[src/rtl/uart_mem_dumper_if.sv]
// Debug read port between the UART memory dumper (master) and the data RAM (slave).
// Read data appears two rising edges after the mem_req cycle.
interface uart_mem_dumper_if #(
  parameter int ADDR_WIDTH = 14,
  parameter int DATA_WIDTH = 32
) ();
  logic                  mem_req;
  logic [ADDR_WIDTH-1:0] mem_addr;
  logic [DATA_WIDTH-1:0] mem_data;

  modport master (
    output mem_req,
    output mem_addr,
    input  mem_data
  );

  modport slave (
    input  mem_req,
    input  mem_addr,
    output mem_data
  );
endinterface

[src/rtl/uart_mem_dumper.sv]
// Streams a contiguous range of data-RAM words out over an 8N1 UART, LSB byte first.
// o_busy keeps the pipeline stalled and the RAM under debug ownership for the whole dump.
module uart_mem_dumper #(
  parameter int CLKS_PER_BIT = 868,
  parameter int ADDR_WIDTH   = 14,
  parameter int DATA_WIDTH   = 32
) (
  input  logic                  clk,
  input  logic                  rst,
  input  logic                  i_start,
  input  logic [ADDR_WIDTH-1:0] i_start_addr,
  input  logic [ADDR_WIDTH:0]   i_word_count,
  output logic                  o_busy,
  output logic                  o_done,
  output logic                  o_uart_tx,
  uart_mem_dumper_if.master     mem_bus
);

  localparam int BAUD_W = $clog2(CLKS_PER_BIT);
  localparam logic [BAUD_W-1:0] BAUD_LAST = BAUD_W'(CLKS_PER_BIT - 1);

  typedef enum logic [3:0] {
    S_IDLE,
    S_FETCH,
    S_WAIT,
    S_CAPTURE,
    S_START_BIT,
    S_DATA_BITS,
    S_STOP_BIT,
    S_NEXT,
    S_DONE
  } state_t;

  state_t                r_state;
  logic                  r_tx;
  logic                  r_busy;
  logic                  r_done;
  logic                  r_mem_req;
  logic [ADDR_WIDTH-1:0] r_addr;
  logic [ADDR_WIDTH:0]   r_remaining;
  logic [DATA_WIDTH-1:0] r_word;
  logic [7:0]            r_shift;
  logic [BAUD_W-1:0]     r_baud;
  logic [2:0]            r_bit;
  logic [1:0]            r_byte_idx;

  logic                  w_bit_end;
  logic [ADDR_WIDTH:0]   w_remaining_dec;

  assign w_bit_end       = (r_baud == BAUD_LAST);
  assign w_remaining_dec = r_remaining - (ADDR_WIDTH+1)'(1);

  assign o_busy           = r_busy;
  assign o_done           = r_done;
  assign o_uart_tx        = r_tx;
  assign mem_bus.mem_req  = r_mem_req;
  assign mem_bus.mem_addr = r_addr;

  // Every output is a register set on the transition into its state, so the line never glitches.
  always_ff @(posedge clk or posedge rst) begin
    if (rst) begin
      r_state     <= S_IDLE;
      r_tx        <= 1'b1;
      r_busy      <= 1'b0;
      r_done      <= 1'b0;
      r_mem_req   <= 1'b0;
      r_addr      <= '0;
      r_remaining <= '0;
      r_word      <= '0;
      r_shift     <= '0;
      r_baud      <= '0;
      r_bit       <= '0;
      r_byte_idx  <= '0;
    end else begin
      // NOTE: non-blocking assignments throughout, so every branch reads pre-edge register values.
      case (r_state)
        S_IDLE: begin
          if (i_start) begin
            r_addr      <= i_start_addr;
            r_remaining <= i_word_count;
            r_busy      <= 1'b1;
            if (i_word_count == '0) begin
              r_done  <= 1'b1;
              r_state <= S_DONE;
            end else begin
              r_mem_req <= 1'b1;
              r_state   <= S_FETCH;
            end
          end
        end

        S_FETCH: begin
          r_mem_req <= 1'b0;
          r_state   <= S_WAIT;
        end

        S_WAIT: r_state <= S_CAPTURE;

        S_CAPTURE: begin
          r_word     <= mem_bus.mem_data;
          r_shift    <= mem_bus.mem_data[7:0];
          r_byte_idx <= '0;
          r_baud     <= '0;
          r_tx       <= 1'b0;
          r_state    <= S_START_BIT;
        end

        S_START_BIT: begin
          if (w_bit_end) begin
            r_baud  <= '0;
            r_bit   <= '0;
            r_tx    <= r_shift[0];
            r_state <= S_DATA_BITS;
          end else begin
            r_baud <= r_baud + BAUD_W'(1);
          end
        end

        S_DATA_BITS: begin
          if (w_bit_end) begin
            r_baud <= '0;
            if (r_bit == 3'd7) begin
              r_tx    <= 1'b1;
              r_state <= S_STOP_BIT;
            end else begin
              r_bit   <= r_bit + 3'd1;
              r_shift <= {1'b0, r_shift[7:1]};
              r_tx    <= r_shift[1];
            end
          end else begin
            r_baud <= r_baud + BAUD_W'(1);
          end
        end

        S_STOP_BIT: begin
          if (w_bit_end) begin
            r_baud <= '0;
            if (r_byte_idx != 2'd3) begin
              // Back-to-back frames: the next start bit follows the stop bit directly.
              r_byte_idx <= r_byte_idx + 2'd1;
              r_word     <= r_word >> 8;
              r_shift    <= r_word[15:8];
              r_tx       <= 1'b0;
              r_state    <= S_START_BIT;
            end else begin
              r_state <= S_NEXT;
            end
          end else begin
            r_baud <= r_baud + BAUD_W'(1);
          end
        end

        S_NEXT: begin
          r_remaining <= w_remaining_dec;
          r_addr      <= r_addr + ADDR_WIDTH'(1);
          if (w_remaining_dec != '0) begin
            r_mem_req <= 1'b1;
            r_state   <= S_FETCH;
          end else begin
            r_done  <= 1'b1;
            r_state <= S_DONE;
          end
        end

        S_DONE: begin
          r_done  <= 1'b0;
          r_busy  <= 1'b0;
          r_state <= S_IDLE;
        end

        default: r_state <= S_IDLE;
      endcase
    end
  end

endmodule

[src/flat_wrapper.sv]
// flat-port wrapper written by rule: the top's interface ports become plain ports
module uart_mem_dumper_flat 
#(
  parameter int CLKS_PER_BIT = 868,
  parameter int ADDR_WIDTH   = 14,
  parameter int DATA_WIDTH   = 32
)
  (clk, rst, i_start, i_start_addr, i_word_count, o_busy, o_done, o_uart_tx, mem_bus_mem_req, mem_bus_mem_addr, mem_bus_mem_data);
  uart_mem_dumper_if #(.ADDR_WIDTH(ADDR_WIDTH), .DATA_WIDTH(DATA_WIDTH)) mem_bus_i ();
  input  logic clk;
  input  logic rst;
  input  logic i_start;
  input  logic [ADDR_WIDTH-1:0] i_start_addr;
  input  logic [ADDR_WIDTH:0] i_word_count;
  output logic o_busy;
  output logic o_done;
  output logic o_uart_tx;
  output wire logic [$bits(mem_bus_i.mem_req)-1:0] mem_bus_mem_req;
  output wire logic [$bits(mem_bus_i.mem_addr)-1:0] mem_bus_mem_addr;
  input wire logic [$bits(mem_bus_i.mem_data)-1:0] mem_bus_mem_data;
  assign mem_bus_mem_req = mem_bus_i.mem_req;
  assign mem_bus_mem_addr = mem_bus_i.mem_addr;
  assign mem_bus_i.mem_data = mem_bus_mem_data;
  uart_mem_dumper #(.CLKS_PER_BIT(CLKS_PER_BIT), .ADDR_WIDTH(ADDR_WIDTH), .DATA_WIDTH(DATA_WIDTH)) u_core (.clk(clk), .rst(rst), .i_start(i_start), .i_start_addr(i_start_addr), .i_word_count(i_word_count), .o_busy(o_busy), .o_done(o_done), .o_uart_tx(o_uart_tx), .mem_bus(mem_bus_i));
endmodule
[config.mk]
export PLATFORM = sky130hd
export DESIGN_NAME = uart_mem_dumper_flat
export DESIGN_NICKNAME = d
export VERILOG_FILES = /design/src/rtl/uart_mem_dumper_if.sv /design/src/rtl/uart_mem_dumper.sv /design/src/flat_wrapper.sv
export SDC_FILE = /design/constraint.sdc
export NUM_CORES = 1
export LEC_CHECK = 0
export CORE_MARGIN = 2
export CORE_UTILIZATION = 40
export CTS_CLUSTER_SIZE = 16
export DETAILED_ROUTE_END_ITERATION = 10
export HOLD_SLACK_MARGIN = 0.02
export SLEW_MARGIN = 40
export SYNTH_ARGS = -nofsm -noshare
export SYNTH_HDL_FRONTEND = slang
export SYNTH_SLANG_ARGS = --single-unit
[constraint.sdc]
create_clock -name clk -period 3 [get_ports clk]
set_input_delay 0.6 -clock clk [delete_from_list [all_inputs] [get_ports clk]]
set_output_delay 0.6 -clock clk [all_outputs]
set_load 0.01 [all_outputs]
==> results of run 1 <==
==> final cells by class <==
cell class              count  area [um2]
well taps                 143         179
flip-flops and latches     84        2100
inverters                  18        68.8
clock inverters             2        16.3
repair buffers             94         921
fillers                  1087        5430
clock buffers              14         284
multi-input cells         380        2320
==> power by group through the flow <==
| stage | registers [uW] | clock network [uW] | logic, uW |
|---|---|---|---|
| 5_1_grt | 1170 | 1180 | 162 |
| 2_1_floorplan | 1180 | 0 | 42.6 |
| 4_1_cts | 1170 | 1130 | 150 |
| 3_3_place_gp | 1190 | 0 | 147 |
| 6_report | 1170 | 1100 | 146 |
| 3_5_place_dp | 1190 | 0 | 149 |
==> cells in the final DEF (no fill, tap or decap), types with 5 or more instances in the layout <==
cell             Yosys  routed
nand4_1              7       7
nor2_1              36      36
inv_1               17      16
clkbuf_16            0       9
o21ai_0             37      37
a21o_1               9       9
o22ai_1              7       7
a22o_1              15      15
a211oi_1            13      13
dfrtp_1             83      83
a21oi_1             24      24
o211ai_1             5       5
a31oi_1              9       9
o21ai_1             16      16
nor4_1               6       6
ha_1                 7       7
nand3_1             16      16
buf_4                1      12
nor3_1              13      13
clkdlybuf4s50_1      0      81
nand2_1             76      76
mux2i_1             17      17
==> registers in the layout (all words and copies together) (netlist names) <==
register and count:
u_core.r_word 24, u_core.r_remaining 15, u_core.mem_bus.mem_addr 14, u_core.r_baud 10
u_core.r_shift 8, u_core.r_state 4, u_core.r_bit 3, u_core.r_byte_idx 2
u_core.mem_bus.mem_req 1, u_core.o_busy 1, u_core.o_done 1, u_core.o_uart_tx 1
==> worst max-delay path by stage <==
stage,from,endpoint,depth (start not counted)
global placement,u_core.r_remaining[0]$_DFFE_PP0P_,u_core.mem_bus.mem_req$_DFFE_PP0P_,8
CTS,u_core.r_remaining[0]$_DFFE_PP0P_,u_core.mem_bus.mem_req$_DFFE_PP0P_,8
floorplan,rst,u_core.mem_bus.mem_addr[0]$_DFFE_PP0P_,1
detailed placement,u_core.r_remaining[0]$_DFFE_PP0P_,u_core.mem_bus.mem_req$_DFFE_PP0P_,8
global route,u_core.r_remaining[0]$_DFFE_PP0P_,u_core.mem_bus.mem_req$_DFFE_PP0P_,8
finish,u_core.r_remaining[0]$_DFFE_PP0P_,u_core.mem_bus.mem_req$_DFFE_PP0P_,8
==> cells by family (layout without fill, tap and decap cells) <==
kind of cell / count (synthesis) / count (layout) / synth area share
and+or+nand+nor: 191 / 191 / 0.207
muxes: 17 / 17 / 0.0370
DFF: 84 / 84 / 0.457
buffers and inverters: 49 / 128 / 0.0438
AOI/OAI and AO/OA: 160 / 160 / 0.227
xor gates and xnor gates: 5 / 5 / 0.00951
adders and majority gates: 7 / 7 / 0.0190
==> stage by stage <==
stage / total power (uW) / std cells
2_1_floorplan: 1230 / 513
3_3_place_gp: 1330 / 719
3_5_place_dp: 1340 / 719
4_1_cts: 2440 / 735
5_1_grt: 2510 / 735
6_report: 2410 / 735
==> worst max-delay path: stages (launching register included) <==
cell and delay, ns:
dfrtp_1 0.45, inv_1 0.12, ha_1 0.29, or3b_1 0.44, o32ai_2 0.26, a32oi_1 0.14, nor4_2 0.40, a32oi_1 0.19
a22o_1 0.22
==> layer usage <==
layer,global-route usage,vias up,share of wire
li1,-,2024,-
met1,0.250,1965,0.46
met4,0.0914,0,0.025
met2,0.319,90,0.48
met5,0,-,0
met3,0.0377,22,0.042
==> key figures, run 1 <==
Yosys
  – Synth Area per Inst: 8.97 um2
  – Dominant cells by area after synthesis: dfrtp_1 (45%), nand2_1 (6.2%), o21ai_0 (4.0%)
  – Top_reg_cell synth: dfrtp_1
  – Top cells by count, synth: dfrtp_1 (83), nand2_1 (76), o21ai_0 (37), nor2_1 (36), a21oi_1 (24)
  – Post-Synthesis Cells: 513
  – Yosys cell types: 63
  – Mapped Area: 4600 um2
  – Synth top area share: 0.451
  – Synth Register Bits: 84
  – Share of the yosys chip area belonging to registers: 0.457
  – Share of flip-flops with an asynchronous set or reset: 1.00
  – Synth Warn #: 0
  – Post-synth EDFFs: 0
  – Net count of the mapped netlist: 584
  – Count leader, synth: dfrtp_1
  – Synth area leader: dfrtp_1

Global route
  – Initial antenna violation count: 0
  – Vias in the first global route: 4071
  – Grt total ovfl: 0
  – First-pass GRT wire length: 19.8 mm
  – Gr usage total: 0.195
  – Largest net degree at the start of global routing: 45

Finish
  – Final Util: 0.520
  – # nets final: 658
  – Area Growth Syn to Fin: 28.0%
  – N_diodes: 0
  – Post-route cell area: 5890 um2
  – Layout cells sized above 1: 0.0743

Die
  – FP Rows: 39
  – Starting Density: 0.407
  – Die H: 111 um
  – Die X: 111 um
  – Die ar.: 12400 um2
  – I/O pin cnt: 82
  – Core Box Area: 11300 um2

STA
  – FMAX: 384 MHz
  – Period utilization: 0.869
  – Final slew viol count: 0
  – Count of final setup violators: 0
  – Final setup TNS: 0 ns
  – RSZ-0062 raised after global routing: false
  – Fin. Hold Viols: 0
  – Tmin final: 2.61 ns
  – Clock Skews: 0.00749 ns
  – Slew @ Worst Pin: 0.714 ns
  – Final worst slack: 0.393 ns
  – Slew margin rel.: 0.520
  – Hold WS: 0.465 ns

Power
  – Worst vdd ir: 0.000320 V
  – Sequential Power Share: 0.484
  – Sw frac: 0.212
  – Static Leak: 0.00239 uW
  – Combinational power share: 0.061
  – Power Density: 409 nW/um2
  – Sw power: 510 uW
  – Cell-internal power: 1900 uW
  – Clk pwr share: 0.456

Setup path
  – Worst R2R Path Depth: 8
  – Setup Crit Path Kind: reg -> reg
  – Worst Setup End Kind: flop
  – Reg2reg setup slack: 0.39 ns
  – Required time of the critical path: 3.23 ns
  – FF-to-FF Start: u_core.r_remaining[0]$_DFFE_PP0P_
  – Worst Setup Start Kind: flop
  – R2R Path End: u_core.mem_bus.mem_req$_DFFE_PP0P_
  – Worst Path Arrival: 2.84 ns
  – CP max FO: 8

CTS
  – Cts bufs inserted: 9
  – Root Driver: clkbuf_16
  – Worst skew pair latency: 0.34 ns
  – Hold Buf Count CTS: 0
  – Bufs on Longest Clock Path: 2
  – CTS tree: yes
  – Reg clk slew, reported paths: 0.06 ns
  – H-tree depth: 3
  – Setup bufs post-CTS: 0
  – CTS Sinks: 84
  – Post_cts resized: 0

Job
  – Max-Cap Viols: 0

Detailed routing
  – Post-Route WL: 11.6 mm
  – DRC: 0
  – DR vias: 4101
  – Vias per inst: 5.58
  – Initial DRC count: 318
  – Antenna Violating Nets Remaining: 0
  – 1st-pass router iterations: 4
  – Routed length per instance: 15.8 um

Hold path
  – Worst hold endpoint: u_core.o_uart_tx$_DFFE_PP1P_
  – Cells on Worst Hold Path: 2
  – Worst hold path type: reg -> reg
  – Hold Path Origin: u_core.o_uart_tx$_DFFE_PP1P_

Placement
  – Placed wire-length estimate: 8.22 mm
  – GP Congestion: 0.877
  – Port bufs: 81
  – Pre-CTS WS: 0.402 ns
  – DP Area: 5590 um2

Outcome
  – Status: finished clean
No activity file was read; power rests on OpenSTA's default activity.
==> run 2: changes to the inputs <==
- ABC_CLOCK_PERIOD_IN_PS: default -> 3000
- CORE_UTILIZATION: 40 -> 53
- PLACE_DENSITY: default -> 0.8
==> key figures, run 2 (synthesis results as in run 1) <==
STA
  – Slew @ Worst Pin: 0.653 ns
  – Clock Skews: 0.0104 ns
  – Period utilization: 0.867
  – Fin. Hold Viols: 0
  – Final setup TNS: 0 ns
  – Tmin final: 2.60 ns
  – Hold WS: 0.475 ns
  – RSZ-0062 raised after global routing: false
  – Slew margin rel.: 0.563
  – Count of final setup violators: 0
  – FMAX: 384 MHz
  – Final slew viol count: 0

Die
  – I/O pin cnt: 82
  – FP Rows: 33
  – Die X: 97.2 um
  – Die ar.: 9450 um2
  – Die H: 97.2 um
  – Starting Density: 0.555
  – Core Box Area: 8300 um2

Global route
  – First-pass GRT wire length: 18.9 mm
  – Gr usage total: 0.239
  – Initial antenna violation count: 0
  – Largest net degree at the start of global routing: 45
  – Grt total ovfl: 0
  – Vias in the first global route: 4032

Setup path
  – Cell repeated most along the worst path: a32oi_1
  – Worst Setup End Kind: flop
  – Crit-path max cell delay: 0.46 ns
  – Reg2reg setup slack: 0.40 ns
  – Worst R2R Path Depth: 8
  – Top delay family on crit path: simple AND/OR/NAND/NOR gates
  – CP max FO: 8
  – Required time of the critical path: 3.24 ns
  – Worst Setup Start Kind: flop
  – Setup Crit Path Kind: reg -> reg
  – Buf+Inv Stages, Crit Path: 1
  – R2R Path End: u_core.mem_bus.mem_req$_DFFE_PP0P_
  – Worst Path Arrival: 2.84 ns
  – Worst-path cell chain: inv_1 -> ha_1 -> or3b_1 -> o32ai_2 -> a32oi_1 -> nor4_2 -> a32oi_1 -> a22o_1
  – FF-to-FF Start: u_core.r_remaining[0]$_DFFE_PP0P_
  – Worst path slowest cell: dfrtp_1

CTS
  – Setup bufs post-CTS: 0
  – Post_cts resized: 0
  – CTS tree: yes
  – Reg clk slew, reported paths: 0.09 ns
  – Bufs on Longest Clock Path: 2
  – H-tree depth: 3
  – Hold Buf Count CTS: 0
  – Root Driver: clkbuf_8
  – Cts bufs inserted: 9
  – CTS Sinks: 84
  – Worst skew pair latency: 0.35 ns

Finish
  – Biggest register: u_core.r_word
  – Most frequent cells in the layout: dfrtp_1 (83), clkdlybuf4s50_1 (81), nand2_1 (76), o21ai_0 (37), nor2_1 (36)
  – N_diodes: 0
  – Layout cells sized above 1: 0.0761
  – Fill cells: 638
  – Area Growth Syn to Fin: 24.4%
  – # nets final: 657
  – Largest register FFs: 24
  – Post-route cell area: 5730 um2
  – Most common cell after layout, fill and taps aside: dfrtp_1

Detailed routing
  – Post-Route WL: 10.9 mm
  – 1st-pass router iterations: 4
  – DR vias: 4174
  – DRC: 0
  – Vias per inst: 6.00
  – Routed length per instance: 15.6 um
  – Antenna Violating Nets Remaining: 0
  – Initial DRC count: 271

Placement
  – Placed wire-length estimate: 7.79 mm
  – GP Congestion: 0.903
  – Port bufs: 81
  – DP Area: 5540 um2

Hold path
  – Worst hold path type: reg -> reg
  – Cells on Worst Hold Path: 2
  – Hold Path Origin: u_core.o_uart_tx$_DFFE_PP1P_
  – Worst hold endpoint: u_core.o_uart_tx$_DFFE_PP1P_

Power
  – Worst vdd ir: 0.000346 V
  – Power Density: 359 nW/um2
  – Static Leak: 0.00233 uW

Job
  – Max-Cap Viols: 0

Outcome
  – Status: finished clean
-- run 2: changes by cell type in the layout (fill, tap and decap cells not counted), moves of 2 or more --
cell	delta
inv_6	+2
clkbuf_16	-9
clkbuf_8	+6
clkinvlp_4	+2
-- run 2: worst reg2reg max path, cell delays in order (launching register included) --
cell and delay [ns]:
dfrtp_1 0.46, inv_1 0.13, ha_1 0.30, or3b_1 0.43
o32ai_2 0.26, a32oi_1 0.14, nor4_2 0.39, a32oi_1 0.18
a22o_1 0.22
-- run 2: area by class of cell --
| type | instances | area, um2 | share of cell area |
|---|---|---|---|
| multi-input combinational | 380 | 2330 | 0.406 |
| timing repair buffer | 93 | 913 | 0.160 |
| tap | 105 | 131 | 0.0229 |
| sequential | 84 | 2100 | 0.367 |
| inverter | 18 | 68.8 | 0.0120 |
| clock inverter | 6 | 45.0 | 0.00787 |
| clock buffer | 10 | 138 | 0.0240 |
-- run 2: worst max-delay path by stage --
stage	start	endpoint	slack (ns)	cells after the start
6_report	u_core.r_remaining[0]$_DFFE_PP0P_	u_core.mem_bus.mem_req$_DFFE_PP0P_	0.40	8
5_1_grt	u_core.r_remaining[0]$_DFFE_PP0P_	u_core.mem_bus.mem_req$_DFFE_PP0P_	0.23	8
4_1_cts	u_core.r_remaining[0]$_DFFE_PP0P_	u_core.mem_bus.mem_req$_DFFE_PP0P_	0.40	8
3_5_place_dp	u_core.r_remaining[0]$_DFFE_PP0P_	u_core.mem_bus.mem_req$_DFFE_PP0P_	0.43	8
3_3_place_gp	u_core.r_remaining[0]$_DFFE_PP0P_	u_core.mem_bus.mem_req$_DFFE_PP0P_	0.52	8
2_1_floorplan	rst	u_core.mem_bus.mem_addr[0]$_DFFE_PP0P_	0.24	1
-- run 2: power by group --
part	internal, uW	switching [uW]	leakage, uW
clock	327	418	0.0000853
sequential	1150	10.9	0.00101
combinational	91.3	52.5	0.00123
-- run 2: metrics by stage --
step	power, uW	util	setup WS, ns	cells
2_1_floorplan	1230	-	0.237	513
4_1_cts	2080	0.689	0.405	696
5_1_grt	2150	0.690	0.233	696
6_report	2050	0.690	0.398	696
3_5_place_dp	1330	0.667	0.426	680
3_3_place_gp	1330	0.667	0.523	680
-- run 2: metal layers --
layer  track usage  share of wire
met4        0.0932          0.021
met2         0.383           0.48
met5             0              0
met1         0.317           0.44
met3        0.0525          0.059
==> run 3: changes to the inputs <==
- MAX_ROUTING_LAYER: default -> met4
- RECOVER_POWER: default -> 100
==> key figures, run 3 (synthesis results as in run 1) <==
CTS
  – H-tree depth: 3
  – Reg clk slew, reported paths: 0.09 ns
  – Root Driver: clkbuf_8
  – Bufs on Longest Clock Path: 2
  – Post_cts resized: 0
  – CTS tree: yes
  – Setup bufs post-CTS: 0
  – CTS Sinks: 84
  – Hold Buf Count CTS: 0
  – Cts bufs inserted: 9
  – Worst skew pair latency: 0.36 ns

STA
  – Period utilization: 0.876
  – Clock Skews: 0.0103 ns
  – Count of final setup violators: 0
  – RSZ-0062 raised after global routing: false
  – Slew margin rel.: -0.0992
  – Fin. Hold Viols: 0
  – FMAX: 381 MHz
  – Tmin final: 2.63 ns
  – Final slew viol count: 31
  – Final setup TNS: 0 ns
  – Slew @ Worst Pin: 1.65 ns

Detailed routing
  – 1st-pass router iterations: 5
  – Routed length per instance: 15.8 um
  – DRC: 0
  – Initial DRC count: 195
  – DR vias: 4205
  – Vias per inst: 6.04
  – Antenna Violating Nets Remaining: 0
  – Post-Route WL: 11.0 mm

Power
  – Power Density: 387 nW/um2
  – Worst vdd ir: 0.000332 V
  – Cell-internal power: 1720 uW
  – Sequential Power Share: 0.528
  – Static Leak: 0.00231 uW
  – Sw frac: 0.221
  – Combinational power share: 0.063
  – Sw power: 488 uW
  – Clk pwr share: 0.408

Finish
  – # nets final: 657
  – Biggest register: u_core.r_word
  – Largest register FFs: 24
  – Most common cell after layout, fill and taps aside: dfrtp_1
  – N_diodes: 0
  – Layout cells sized above 1: 0.0575
  – Most frequent cells in the layout: dfrtp_1 (83), nand2_1 (76), clkdlybuf4s50_1 (62), o21ai_0 (49), nor2_1 (37)
  – Area Growth Syn to Fin: 23.7%
  – Final Util: 0.686

Outcome
  – Failing checks: capacitance limit, slew limit
  – Status: finished, violations left

Placement
  – Port bufs: 81
  – Placed wire-length estimate: 7.82 mm
  – GP Congestion: 0.914

Die
  – Die ar.: 9450 um2
  – Die H: 97.2 um
  – I/O pin cnt: 82
  – Starting Density: 0.555
  – FP Rows: 33
  – Core Box Area: 8300 um2
  – Die X: 97.2 um

Hold path
  – Worst hold path type: reg -> reg

Setup path
  – Worst Setup End Kind: flop
  – Required time of the critical path: 3.30 ns
  – CP max FO: 44
  – Worst Setup Start Kind: flop
  – Setup Crit Path Kind: reg -> reg
  – Worst Path Arrival: 2.93 ns

Global route
  – Vias in the first global route: 4002
  – Gr usage total: 0.247
  – Largest net degree at the start of global routing: 50
  – Initial antenna violation count: 0
  – First-pass GRT wire length: 18.9 mm
  – Grt total ovfl: 0

Job
  – Max-Cap Viols: 1
[run 3: cell types whose count changed in the layout (fill, tap and decap cells not counted), sizes merged]
cell           delta
clkdlybuf4s50    -19
clkinvlp          -1
clkinv            -1
buf               -5
bufinv            +2
inv               -1
clkbuf            +6
dlygate4sd3      +19
[run 3: final timing paths]
path                                                from                                endpoint  slack, ns  depth (start not counted)
setup reg to reg           u_core.r_state[1]$_DFFE_PP0P_        u_core.r_byte_idx[0]$_DFFE_PP0P_       0.37                          7
max in group asynchronous                            rst  u_core.mem_bus.mem_addr[7]$_DFFE_PP0P_       0.58                          3
hold / removal             u_core.r_word[21]$_DFFE_PP0P_           u_core.r_word[21]$_DFFE_PP0P_       0.49                          2
min in group asynchronous                            rst       u_core.r_remaining[9]$_DFFE_PP0P_       0.61                          2
hold reg to reg            u_core.r_word[21]$_DFFE_PP0P_           u_core.r_word[21]$_DFFE_PP0P_       0.49                          2
setup / recovery           u_core.r_state[1]$_DFFE_PP0P_        u_core.r_byte_idx[0]$_DFFE_PP0P_       0.37                          7
[run 3: final cells by class]
cell class | count | area [um2]
Multi-Input combinational cell | 380 | 2290
Sequential cell | 84 | 2100
Inverter | 18 | 68.8
Tap cell | 105 | 131
Clock buffer | 11 | 131
Clock inverter | 5 | 85.1
Fill cell | 658 | 2610
Timing Repair Buffer | 93 | 885
[run 3: layer usage]
layer / share of wire / up-vias / track usage
met5: 0 / - / -
met4: 0.013 / 0 / 0.0618
met3: 0.059 / 17 / 0.0633
met2: 0.49 / 142 / 0.393
met1: 0.44 / 2021 / 0.320
li1: - / 2025 / -
[run 3: power by group through the flow]
stage          Sequential, uW  Combinational, uW  Clock [uW]
6_report                 1160                140         899
4_1_cts                  1160                147         908
3_5_place_dp             1190                146           0
3_3_place_gp             1190                144           0
5_1_grt                  1170                155         958
2_1_floorplan            1180               42.6           0
[run 3: worst max-delay path: stages, from the launching register on]
cell	delay [ns]
dfrtp_1	0.60
nor4bb_1	0.51
clkbuf_2	0.65
a21o_1	0.19
nand2_1	0.05
buf_4	0.25
nor3_1	0.20
a21o_1	0.12
[run 3: through the flow]
step	hold WS (ns)	std cells	worst slack (ns)	power, uW	cell area (um2)
after CTS	0.428	696	0.427	2220	5750
after global routing	0.505	696	0.115	2280	5690
after detailed placement	0.461	680	0.426	1330	5540
after global placement	0.460	680	0.523	1330	5540
final	0.485	696	0.372	2200	5690
after floorplan	0.450	513	0.237	1230	4600
==> RTL edit, RTL diff (flow settings as in run 1) <==
Re-encode `state_t` (9 states) as one-hot, 9 bits wide.
--- a/src/rtl/uart_mem_dumper.sv
+++ b/src/rtl/uart_mem_dumper.sv
@@ -19,16 +19,16 @@
   localparam int BAUD_W = $clog2(CLKS_PER_BIT);
   localparam logic [BAUD_W-1:0] BAUD_LAST = BAUD_W'(CLKS_PER_BIT - 1);
 
-  typedef enum logic [3:0] {
-    S_IDLE,
-    S_FETCH,
-    S_WAIT,
-    S_CAPTURE,
-    S_START_BIT,
-    S_DATA_BITS,
-    S_STOP_BIT,
-    S_NEXT,
-    S_DONE
+  typedef enum logic [8:0] {
+    S_IDLE      = 9'b000000001,
+    S_FETCH     = 9'b000000010,
+    S_WAIT      = 9'b000000100,
+    S_CAPTURE   = 9'b000001000,
+    S_START_BIT = 9'b000010000,
+    S_DATA_BITS = 9'b000100000,
+    S_STOP_BIT  = 9'b001000000,
+    S_NEXT      = 9'b010000000,
+    S_DONE      = 9'b100000000
   } state_t;
 
   state_t                r_state;
Function: no difference found for any inputs over 10 cycles, from zero or initial values and one cycle with rst high; not proved beyond that.
==> RTL edit against run 1 <==
Cell area increased by 4.2%. Clock skew about the same. Wire length increased by 5.9%. Worst setup slack improved by 0.076 ns. Sequential cell count increased by 5. Area after synthesis increased by 5.6%. Utilization decreased by 0.50 points. Synthesized cell count increased by 6.2%. Critical endpoint unchanged. Largest cell class unchanged.
Power is not compared: it rests on default switching activity, and its combinational part moved more than twofold at a synthesized area within 25%.
==> RTL edit: results (changes against run 1) <==
Run status
  – Status: complete, no violations

Finish
  – Non-clock inverters: 9 (-9)
  – Number of fill cells: 1,133 (+4.2%)
  – Data buffer area share: 15.3% (-0.30 points)
  – Seq Cell Count: 89 (+6.0%)
  – Layout clock area frac: 4.42% (-0.67 points)
  – Multi-input logic area: 2480 µm² (+6.9%)
  – Signal buffers: 95 (+1.1%)

STA
  – Hold WS: 0.483 ns (+0.0181 ns)
  – Skew final: 0.00746 ns (-0.0000367 ns)

Yosys
  – Post-Synth XOR/XNOR Area: 0.360% (-0.59 points)
  – Compound-Gate Fraction of Synth Area: 20.7% (-2.0 points)
  – Sequential area share after synthesis: 45.9% (+0.18 points)
  – Commonest cells post-synth: dfrtp_1 (87), nand2_1 (84), nor2_1 (62)
  – Cell count after synthesis: 545 (+6.2%)
  – Top cells by area, synth: dfrtp_1 (45%), nand2_1 (6.5%), nor2_1 (4.8%), o21ai_1 (4.5%), mux2i_1 (3.5%)

Global route
  – First-pass GRT wire length: 20.8 mm (+5.1%)
  – GRT met2 Usage: 32.3% (+0.43 points)
  – Largest net degree at the start of global routing: 43 (-4.4%)
  – Gr usage total: 19.9% (+0.35 points)
  – GR Util met1: 26.2% (+1.2 points)

Drt
  – Vias/cell: 5.58 (about the same)
  – Drt wl/cell: 15.9 µm (+0.56%)
  – Wl on met1: 5.68 mm (+6.7%)
  – WL final: 12.3 mm (+5.9%)
  – Iter 0 DRT Violations: 281 (-12%)

Place
  – Worst slack at placement: 0.478 ns (+0.0763 ns)

Worst setup path
  – Flop-to-flop setup slack: 0.47 ns (+0.08 ns)
  – Crit path max fanout: 9 (+1)
-- RTL edit: cell types whose count changed in the layout (fill, tap and decap cells not counted), sizes merged, moves of 4 or more --
| cell | change |
|---|---|
| a21oi | +5 |
| a21o | -5 |
| dfrtp | +4 |
| a311oi | +4 |
| nand2 | +8 |
| o21ai | +7 |
| clkbuf | -5 |
| a211oi | -6 |
| a22o | -14 |
| nor2 | +25 |
| inv | -9 |
| a22oi | +6 |
| nor2b | +4 |
-- RTL edit: power by group --
group / total [mW] / leakage (nW) / switching, mW / internal (mW)
combinational: 1.52 / 1.46 / 0.782 / 0.737
clock: 1.05 / 0.127 / 0.491 / 0.559
sequential: 2.01 / 1.02 / 0.411 / 1.60
total: 4.58 / 2.61 / 1.68 / 2.90
-- RTL edit: worst max-delay path, cell delays in order, from the launching register on --
cell	delay (ns)
dfrtp_1	0.47
inv_1	0.09
ha_1	0.28
or3b_1	0.47
o32ai_1	0.24
a32oi_1	0.17
a2111oi_4	0.41
o22ai_2	0.13
nand2b_1	0.16
